<file path="src/rtl/bus_arbiter_rr_pkg.sv">
// Shared arbitration types: default master count, request/grant vector,
// empty-vector constants and the arbiter state encoding.
package arbitration;

  localparam int unsigned N_MASTERS_DEF = 4;

  typedef logic [N_MASTERS_DEF-1:0] arb_vector;

  localparam arb_vector NO_GRANT   = '0;
  localparam arb_vector NO_REQUEST = '0;

  typedef enum logic {
    READY = 1'b0,
    BUSY  = 1'b1
  } arb_state_t;

endpackage

</file>
<file path="src/rtl/arb_rr_picker.sv">
// Stateless request picker: fixed priority from index 0, or round-robin
// scanning upward from start_i with wrap-around.
module arb_rr_picker #(
  parameter  int unsigned N  = 4,
  localparam int unsigned IW = $clog2(N)
) (
  input  logic [N-1:0]  req_i,
  input  logic [IW-1:0] start_i,
  input  logic          rr_en_i,
  output logic [N-1:0]  grant_o,
  output logic [IW-1:0] idx_o
);

  int unsigned   sum;
  logic [IW-1:0] cand;
  logic          found;

  // First asserted request in scan order wins; nothing asserted gives all-zero.
  always_comb begin
    grant_o = '0;
    idx_o   = '0;
    found   = 1'b0;
    sum     = 0;
    cand    = '0;
    for (int unsigned i = 0; i < N; i++) begin
      sum = int'(start_i) + i;
      if (sum >= N) sum = sum - N;
      cand = rr_en_i ? IW'(sum) : IW'(i);
      if (!found && req_i[cand]) begin
        found         = 1'b1;
        grant_o[cand] = 1'b1;
        idx_o         = cand;
      end
    end
  end

endmodule

</file>
<file path="src/rtl/bus_arbiter_rr.sv">
// Bus arbiter with round-robin / fixed-priority selection, back-to-back
// grants on bus_ack and an optional grant timeout.
module bus_arbiter_rr
  import arbitration::*;
#(
  parameter  int unsigned N_MASTERS = N_MASTERS_DEF,
  parameter  int unsigned TIMEOUT   = 16,
  localparam int unsigned IW        = $clog2(N_MASTERS)
) (
  input  logic                 clk,
  input  logic                 reset_n,
  input  logic                 rr_en,
  input  logic [N_MASTERS-1:0] bus_req,
  input  logic                 bus_ack,
  output logic [N_MASTERS-1:0] bus_grant,
  output logic [IW-1:0]        grant_id,
  output logic                 busy,
  output logic                 timeout
);

  localparam int unsigned CW_RAW = $clog2(TIMEOUT + 1);
  localparam int unsigned CW     = (CW_RAW > 0) ? CW_RAW : 1;
  localparam int unsigned T_LAST = (TIMEOUT > 0) ? TIMEOUT - 1 : 0;

  arb_state_t           state_q, state_d;
  logic [N_MASTERS-1:0] grant_q, grant_d;
  logic [IW-1:0]        id_q, id_d;
  logic [IW-1:0]        last_q, last_d;
  logic [CW-1:0]        cnt_q, cnt_d;
  logic                 to_q, to_d;

  logic [IW-1:0]        start_idx;
  logic [N_MASTERS-1:0] pick_grant;
  logic [IW-1:0]        pick_idx;
  logic                 any_req;
  logic                 expired;

  assign start_idx = (last_q == IW'(N_MASTERS - 1)) ? '0 : last_q + IW'(1);
  assign any_req   = |bus_req;
  assign expired   = (TIMEOUT > 0) && (cnt_q == CW'(T_LAST));

  arb_rr_picker #(.N(N_MASTERS)) u_picker (
    .req_i   (bus_req),
    .start_i (start_idx),
    .rr_en_i (rr_en),
    .grant_o (pick_grant),
    .idx_o   (pick_idx)
  );

  always_comb begin
    state_d = state_q;
    grant_d = grant_q;
    id_d    = id_q;
    last_d  = last_q;
    cnt_d   = cnt_q;
    to_d    = 1'b0;
    unique case (state_q)
      READY: begin
        if (any_req) begin
          state_d = BUSY;
          grant_d = pick_grant;
          id_d    = pick_idx;
          last_d  = pick_idx;
          cnt_d   = '0;
        end else begin
          grant_d = '0;
          id_d    = '0;
        end
      end
      BUSY: begin
        // An ack in the expiry cycle takes precedence over the timeout.
        if (bus_ack) begin
          if (any_req) begin
            grant_d = pick_grant;
            id_d    = pick_idx;
            last_d  = pick_idx;
            cnt_d   = '0;
          end else begin
            state_d = READY;
            grant_d = '0;
            id_d    = '0;
          end
        end else if (expired) begin
          state_d = READY;
          grant_d = '0;
          id_d    = '0;
          last_d  = id_q;
          to_d    = 1'b1;
        end else if (cnt_q != '1) begin
          cnt_d = cnt_q + CW'(1);
        end
      end
      default: state_d = READY;
    endcase
  end

  always_ff @(posedge clk or negedge reset_n) begin
    if (!reset_n) begin
      state_q <= READY;
      grant_q <= '0;
      id_q    <= '0;
      last_q  <= IW'(N_MASTERS - 1);
      cnt_q   <= '0;
      to_q    <= 1'b0;
    end else begin
      state_q <= state_d;
      grant_q <= grant_d;
      id_q    <= id_d;
      last_q  <= last_d;
      cnt_q   <= cnt_d;
      to_q    <= to_d;
    end
  end

  assign bus_grant = grant_q;
  assign grant_id  = id_q;
  assign busy      = (state_q == BUSY);
  assign timeout   = to_q;

endmodule
</file>
<file path="config.mk">
export PLATFORM = sky130hd
export DESIGN_NAME = bus_arbiter_rr
export DESIGN_NICKNAME = d
export VERILOG_FILES = /design/src/rtl/bus_arbiter_rr_pkg.sv /design/src/rtl/arb_rr_picker.sv /design/src/rtl/bus_arbiter_rr.sv
export SDC_FILE = /design/constraint.sdc
export NUM_CORES = 1
export LEC_CHECK = 0
export CAP_MARGIN = 20
export CORE_MARGIN = 2
export CORE_UTILIZATION = 53
export CTS_BUF_LIST = sky130_fd_sc_hd__clkbuf_8
export CTS_CLUSTER_DIAMETER = 100
export DETAILED_ROUTE_END_ITERATION = 16
export DONT_BUFFER_PORTS = 1
export PLACE_DENSITY = 0.71
export SLEW_MARGIN = 15
export SYNTH_ARGS = -nofsm -noshare
export SYNTH_HDL_FRONTEND = slang
export SYNTH_SLANG_ARGS = --single-unit
</file>
<file path="constraint.sdc">
create_clock -name clk -period 2.1 [get_ports clk]
set_input_delay 0.525 -clock clk [delete_from_list [all_inputs] [get_ports clk]]
set_output_delay 0.525 -clock clk [all_outputs]
set_load 0.02 [all_outputs]
</file>
**Yosys cells after proc, flatten, opt, wreduce, memory -nomap -nowiden**

Index checks and enable logic that the tools add are counted.
W data, S select, Z words.

- Bits in registers: 15
- Input port bits: 8

- Add/subtract/negate cells: 9
- $lt $le $gt $ge: 12
- Equal/unequal tests: 6
- Muxes and demuxes: 60
- Bitwise logic cells: 4
- Reductions and logical operators: 12

Operators by type and width:

| operator | number |
|---|---|
| $mux W2 | 19 |
| $mux W4 | 7 |
| $mux W5 | 4 |
| $mux W1 | 17 |
| $lt A2 B3 Y1 const B | 4 |
| $or A4 B4 Y4 | 3 |
| $pmux W5 S2 | 1 |
| $ge A3 B3 Y1 const B | 3 |
| $bmux W1 S2 | 4 |
| $demux W1 S2 | 4 |
| $ge A2 B1 Y1 const B | 4 |
| $pmux W2 S2 | 2 |
| $pmux W4 S2 | 1 |
| $sub A2 B1 Y2 const B | 4 |
| $logic_and A1 B1 Y1 | 7 |
| $add A2 B2 Y3 const B | 2 |
| $ne A3 B2 Y1 const B | 2 |
| $add A5 B1 Y5 const B | 1 |
| $eq A5 B4 Y1 const B | 1 |
| $ne A5 B5 Y1 const B | 1 |
| $reduce_or A4 Y1 | 1 |
| $add A2 B1 Y3 const B | 1 |
| $ge A2 B3 Y1 const B | 1 |
| $logic_not A1 Y1 | 3 |
| 6 further kinds | 6 |

**Longest topological paths before layout**

- Depth in word-level cells: 20
- Depth in mapped cells: 9

**By module**

A second synthesis with hierarchy kept.

- Cell total of the unflattened synthesis: 122
- Area, all modules: 1207.4 um2

Modules (own cells, without submodules):

| module | instances | cells an instance | area each (um2) | sequential area each (um2) |
|---|---|---|---|---|
| bus_arbiter_rr | 1 | 58 | 711.9 | 377.9 |
| arb_rr_picker | 1 | 64 | 495.5 | 0.0 |

**Least setup slack after synthesis**

No wires, ideal clock.

- Path type: register to register
- Start: register last_q[0]
- End: register grant_q[0] (netlist: bus_grant[0])
- Library setup time: 124 ps
- Data arrival time: 2151 ps
- Required time: 1976 ps
- Setup slack: -175 ps
- Stages on the path, launching flop included: 10
- Buffers on the path: 2
- Cell sequence: dfstp_2 > buf_6 > inv_1 > ha_1 > buf_6 > nand2b_1 > a21oi_1 > nor3_1 > and3_1 > a211o_1

- Cells in the longest elaborated chain, start to end: 20
- Elaborated cells on any way between the ends: 69

Ends and longest elaborated chain:

| item | RTL line | RTL |
|---|---|---|
| from (decl) | bus_arbiter_rr.sv:28 | `logic [IW-1:0] last_q, last_d;` |
| from (signal assigned) | bus_arbiter_rr.sv:102 | `last_q <= IW'(N_MASTERS - 1);` |
| from (signal assigned) | bus_arbiter_rr.sv:109 | `last_q <= last_d;` |
| $add A2 B1 Y2 or $eq A2 B2 Y1 (tied branches) | bus_arbiter_rr.sv:38 | `assign start_idx = (last_q == IW'(N_MASTERS - 1)) ? '0 : last_q + IW'(1);` |
| $mux W2 (*) | bus_arbiter_rr.sv:38 |  |
| parallel branches: the longest is 14 deep, another holds $add A2 B1 Y3 | - |  |
| $mux W4 (*) | arb_rr_picker.sv:29 | `if (!found && req_i[cand]) begin` |
| $mux W4 (*) | bus_arbiter_rr.sv:59, bus_arbiter_rr.sv:73 |  |
| $mux W4 | bus_arbiter_rr.sv:72 | `if (bus_ack) begin` |
| $pmux W4 S2 (*) | bus_arbiter_rr.sv:57 | `unique case (state_q)` |
| to (signal assigned) | bus_arbiter_rr.sv:107 | `grant_q <= grant_d;` |
| to (decl) | bus_arbiter_rr.sv:26 | `logic [N_MASTERS-1:0] grant_q, grant_d;` |

Every way passes the cells marked *. The select of a mux whose other input is x is not followed.
A chain may end at the register's enable or synchronous reset.

**Worst setup path after layout**

- Start: register last_q[1]
- End: register grant_q[1] (netlist: bus_grant[1])

Same word-level chain as after synthesis.

==> run_results.csv <==
group,metric,value,unit
drt,drc,0,
cts,cts.sinks,15,
synthesis,synthCells,131,
worst_setup_path,worstPathArrival,2.21,ns
cts,cts_made_buffers,3,
synthesis,async_flop_share,1.00,
timing,final-max-slew-violation-count,0,
pwr,ir_drop,0.000742,V
grt,grt_overflow,0,
final_layout,final_area,0.00146,mm2
worst_setup_path,rr_worst_depth,7,
timing,clock_skew,0.00539,ns
drt,viasPerCell,6.39,
final_layout,fill_cells,190,
floorplan,ios,16,
pwr,p_leak,0.000603,uW
timing,slew_headroom,0.594,
final_layout,layout.cells.non_filler,166,
synthesis,synth-seq-area-share,0.300,
drt,drt-wirelength-per-cell,19.1,um
timing,finalSetupViolations,0,
synthesis,ys.flop_type,"dfrtp_1",
place,dpl_cell_area,0.00135,mm2
floorplan,die_w,52.8,um
worst_setup_path,r2r_slack,0.02,ns
floorplan,coreArea,0.00223,mm2
place,place.gp.congestion,0.929,
worst_setup_path,worst-path-max-fanout,4,
pwr,power_density,1280,mW/mm2
final_layout,antenna_cells,0,
place,io_buffers,0,
floorplan,die-area,0.00279,mm2
timing,setup_slack,0.0240,ns
cts,clk_latency,0.25,ns
timing,finalHoldViolCount,0,
final_layout,ff_latch_area,378,um2
cts,clock_tree.root_cell,"clkbuf_8",
grt,antenna_found_initial,0,
worst_setup_path,critPathRequiredTime,2.24,ns
floorplan,rows,17,
worst_setup_path,r2r_start,"last_q[1]$_DFFE_PN1P_",
timing,worstMarginPinSlew,0.607,ns
synthesis,synth_top_area_share,0.258,
worst_setup_path,endpoint_kind,"register",
cts,cts_tree,"done",
drt,drt_pre_antenna_iters,4,
pwr,finalPower,1870,uW
synthesis,syn-mean-instance-area,9.63,um2
grt,grt_pass1_wl,5.14,mm
grt,grt_max_degree,14,
place,dp.cells,160,
drt,totalWireLength,3.18,mm
synthesis,synth_fp_nets,146,
synthesis,synth_area_leader_cell,"dfrtp_1",
drt,ant_nets,0,
place,place.detailed.hpwl,2.35,mm
floorplan,die_h,52.8,um
timing,hold_ws,0.105,ns
synthesis,synth.most_common_cell,"dfrtp_1",
final_layout,synthToLayoutAreaGrowth,15.6,%
hold_path,hp-class,"in2async",
worst_setup_path,start_kind,"register",
cts,clkTransAtPathRegs,0.07,ns
synthesis,yosysWarningCount,0,
worst_setup_path,critPathKind,"reg2reg",
synthesis,ys_types,54,
flow_run,maxCapViolations,0,
synthesis,synth_seq_cells,15,
place,place_ws,-0.0296,ns
synthesis,synth_commonest_cells,"dfrtp_1 (13), nor2_1 (11), nand2_1 (9), ha_1 (7)",
cts,htreeDepth,1,
timing,finalCriticalPeriod,2.08,ns
worst_setup_path,reg2reg_to,"bus_grant[1]$_DFFE_PN0P_",
final_layout,nets,154,
drt,drt_iter0_markers,19,
grt,track_usage,0.258,
timing,rsz0062_at_grt,"true",
timing,max_freq,0.482,GHz
floorplan,start_util,0.565,
synthesis,synth_edf_count,0,
timing,finalCritPeriodShare,0.989,
synthesis,synth_area,0.00126,mm2
outcome,status,"complete, no violations",
cts,cts_buffer_depth,2,
final_layout,drive_above_1_share,0.326,
final_layout,multi_input_area,892,um2
synthesis,synthTopCellsByArea,"dfrtp_1 (26%), ha_1 (6.9%), o41ai_4 (4.4%)",
grt,grt_pass1_vias,1108,
drt,via_count,1061,
[registers in the layout (all words and copies together), names as in the netlist]
name and cells:
bus_grant 4, grant_id 2, busy 1, timeout 1, cnt_q 5, last_q 2
[kinds of logic after synthesis]
kind of cell	Yosys count	synth area share
DFF	15	0.300
buffers and inverters	13	0.0595
AOI/OAI and AO/OA	38	0.269
and+or+nand+nor	52	0.248
adders and majority gates	7	0.0694
muxes	6	0.0546
[per-stage QoR]
| step | TNS, ns | utilization |
|---|---|---|
| after CTS | 0 | 0.634 |
| final | 0 | 0.653 |
| after global routing | -0.0535 | 0.653 |
| after floorplan | 0 | - |
| after global placement | 0 | 0.602 |
| after detailed placement | -0.0296 | 0.602 |
[final cells by class]
cell class              instances  share of cell area
clock inverters                 1             0.00515
inverters                       6              0.0155
repair buffers                 10              0.0558
flip-flops and latches         15               0.259
well taps                      28              0.0240
multi-input cells             103               0.612
clock buffers                   3              0.0283
[power breakdown]
part / total (uW) / switching [uW] / internal, uW
Sequential: 523 / 136 / 387
Clock: 249 / 115 / 134
Combinational: 1100 / 576 / 522
[layout by cell type (no fill, tap or decap), drive strengths merged, types with 5 or more instances in the layout]
master  count
ha          7
nand2      10
buf         9
o21ai       9
dfrtp      13
inv         6
nor2       12
a21oi       5
nor3        9
nand3       5
[what timing repair did]
action / in CTS / in global routing
gates cloned: 0 / 0
pin swaps: 1 / 1
endpoints found under the setup margin: 1 / 8
hold buffers: 1 / 0
buffers inserted: 0 / 1
resized for setup: 3 / 7
endpoints found under the hold margin: 13 / 0
[worst max path at each step]
| stage | cells past startpoint | startpoint | slack (ns) | end |
|---|---|---|---|---|
| 2_1_floorplan | 9 | last_q[0]$_DFFE_PN1P_ | 0.008 | bus_grant[0]$_DFFE_PN0P_ |
| 3_3_place_gp | 7 | last_q[1]$_DFFE_PN1P_ | 0.003 | bus_grant[1]$_DFFE_PN0P_ |
| 3_5_place_dp | 7 | last_q[1]$_DFFE_PN1P_ | -0.03 | bus_grant[1]$_DFFE_PN0P_ |
| 4_1_cts | 7 | last_q[0]$_DFFE_PN1P_ | 0.004 | bus_grant[1]$_DFFE_PN0P_ |
| 5_1_grt | 7 | last_q[1]$_DFFE_PN1P_ | -0.05 | bus_grant[1]$_DFFE_PN0P_ |
| 6_report | 7 | last_q[1]$_DFFE_PN1P_ | 0.02 | bus_grant[1]$_DFFE_PN0P_ |
[metal layers]
metal	up-vias	track usage	routed length [um]
li1	506	-	-
met1	504	0.338	1440
met2	40	0.425	1490
met3	11	0.0400	176
met4	0	0.0983	73
met5	-	0	0
[critical path, stage by stage, from the launching register on]
cell and delay, ns:
dfstp_2 0.55, inv_2 0.06, ha_1 0.18, or2_4 0.29
nor3_4 0.29, o41ai_2 0.11, and4_1 0.21, a221o_1 0.26
(Power assumes the default switching activity.)
==> patch, RTL diff (config.mk and constraints unchanged) <==
Make the reset (`reset_n`) synchronous in one clocked block.
--- a/src/rtl/bus_arbiter_rr.sv
+++ b/src/rtl/bus_arbiter_rr.sv
@@ -94,7 +94,7 @@
     endcase
   end
 
-  always_ff @(posedge clk or negedge reset_n) begin
+  always_ff @(posedge clk) begin
     if (!reset_n) begin
       state_q <= READY;
       grant_q <= '0;
Formal check against the unedited RTL: differs if reset_n is asserted again (counterexample within 4 cycles, from zero or initial values and one cycle with reset_n low); with reset_n held inactive, the same outputs for 10 cycles.
==> patch against the original RTL <==
  * Setup slack worse by 0.031 ns
  * Non-clock buffer count up 6
  * Final area is 2.0% lower
  * Sequential cell count stayed put
  * The run now ends with negative setup slack left
  * Critical path depth rose by 1
  * Area after synthesis shrank 8.8%
  * Via count up 16%
  * Routed wire length increased by 0.88%
  * Synthesized cell count is 18% higher
Power is not compared: it rests on default switching activity, and its combinational part moved more than twofold at a synthesized area within 25%.
==> patch: results (changes against the original RTL) <==
[run_status]
outcome = complete, but fails checks
violations = negative setup slack

[grt]
grt_pass1_wl_um = 5188  ; +0.93%
grt_max_degree = 15  ; +1
use_met2_pct = 42.11  ; -0.39 points
grt_pass1_vias = 1170  ; +5.6%
grtUsageMet3_pct = 7.143  ; +3.1 points
grt_util_met1_pct = 35.67  ; +1.9 points
grtUsageTotal_pct = 26.61  ; +0.80 points

[finish]
largest_register_ffs = 5  ; unchanged
fillers = 160  ; -16%
fin_nets = 183  ; +19%
drive_above_1_share_pct = 25.75  ; -6.9 points

[synth]
ys_types = 41  ; -24%
yosysWarnings = 0  ; unchanged
synth_common_cells = 22 x nand2_1, 17 x nor2_1, 15 x dfxtp_1
syn-num-nets = 169  ; +16%
netlist.top_cell.by_area = dfxtp_1
synth_area_per_cell_um2 = 7.467  ; -22%
ys_seq_area_share_pct = 26.12  ; -3.8 points
synth-async-reset-ratio_pct = 0  ; -100 points
synth.area.top_cells = dfxtp_1 26%, ha_1 7.6%, nand2_1 7.2%

[critical_path]
crit_family = compound AO/OA/AOI/OAI gates
crit_fanout = 4  ; unchanged
max_stage_delay_ns = 0.41  ; -0.14 ns
critPathSlowestCell = a2111o_1

[placement]
placed_area_um2 = 1257  ; -6.5%
dp_hpwl_um = 2260  ; -3.7%
pre_cts_slack_ns = -0.07409  ; -0.04452 ns
place_congestion = 0.9782  ; +5.3%
dpl.cell_count = 185  ; +16%

[routing]
via_count = 1227  ; +16%
met3_length_um = 347  ; +97%
wl_met2_um = 1477  ; -1.0%
wl_per_cell_um = 16.52  ; -14%
drt_iter0_drc = 56  ; +37
met1_length_um = 1353  ; -5.7%
avgViaCountPerCell = 6.325  ; -1.0%

[timing]
slew-limit-headroom_pct = 66.24  ; +6.8 points
tns_ns = -0.007043  ; -0.007043 ns
layout_setup_ws_ns = -0.007043  ; -0.03109 ns
skew_ns = 0.007053  ; +0.001665 ns
finalSetupViolCount = 1  ; +1

[power]
peakVddDrop_mv = 0.6524
p_leak_nw = 0.5766

[hold_path]
hold_class = primary input to flip-flop

==> patch: cell types whose count changed after synthesis, sizes merged, moves of 4 or more <==
cell and change:
dfrtp -13, nor3 -7, nor2 +5, nor2b +4, buf -5, clkbuf +5
dfxtp +15, mux2 -4, nand2 +12, o21ai +6
==> patch: kinds of logic after synthesis <==
| kind of cell | synth area share, % |
|---|---|
| DFF | 26.12 |
| muxes | 4.570 |
| AOI/OAI and AO/OA | 24.38 |
| buffers and inverters | 4.679 |
| adders and majority gates | 7.617 |
| and+or+nand+nor | 32.64 |
==> patch: what timing repair did <==
action                                  in CTS  in global routing
pin swaps                                    4                  4
gates resized for setup                      5                 18
endpoints found under the setup margin       6                  8
cloned                                       0                  0
buffers inserted                             3                  2
==> patch: worst paths after layout <==
kind | start | endpoint | slack [ns] | cells past startpoint
worst min register to register | cnt_q[0] | cnt_q[0] | 0.51 | 2
worst max-delay path | last_q[0] | bus_grant[0] | -0.007 | 8
worst min-delay path | reset_n | last_q[0] | 0.35 | 1
worst max register to register | last_q[0] | bus_grant[0] | -0.007 | 8
==> patch: layout make-up <==
class / instances / area (um2) / share of cell area (%)
repair buffers: 16 / 120.1 / 8.406
inverters: 5 / 21.27 / 1.489
flip-flops and latches: 15 / 307.8 / 21.54
clock buffers: 3 / 41.29 / 2.890
multi-input cells: 127 / 899.6 / 62.96
clock inverters: 1 / 5.005 / 0.3503
well taps: 27 / 33.78 / 2.364
==> patch: power groups by stage <==
stage / clock [W] / sequential (W) / combinational (W)
CTS: 0.000232 / 0.000362 / 0.000408
finish: 0.000232 / 0.000367 / 0.000481
global route: 0.000245 / 0.000370 / 0.000521
global placement: 0 / 0.000369 / 0.000358
detailed placement: 0 / 0.000370 / 0.000368
floorplan: 0 / 0.000363 / 0.000270
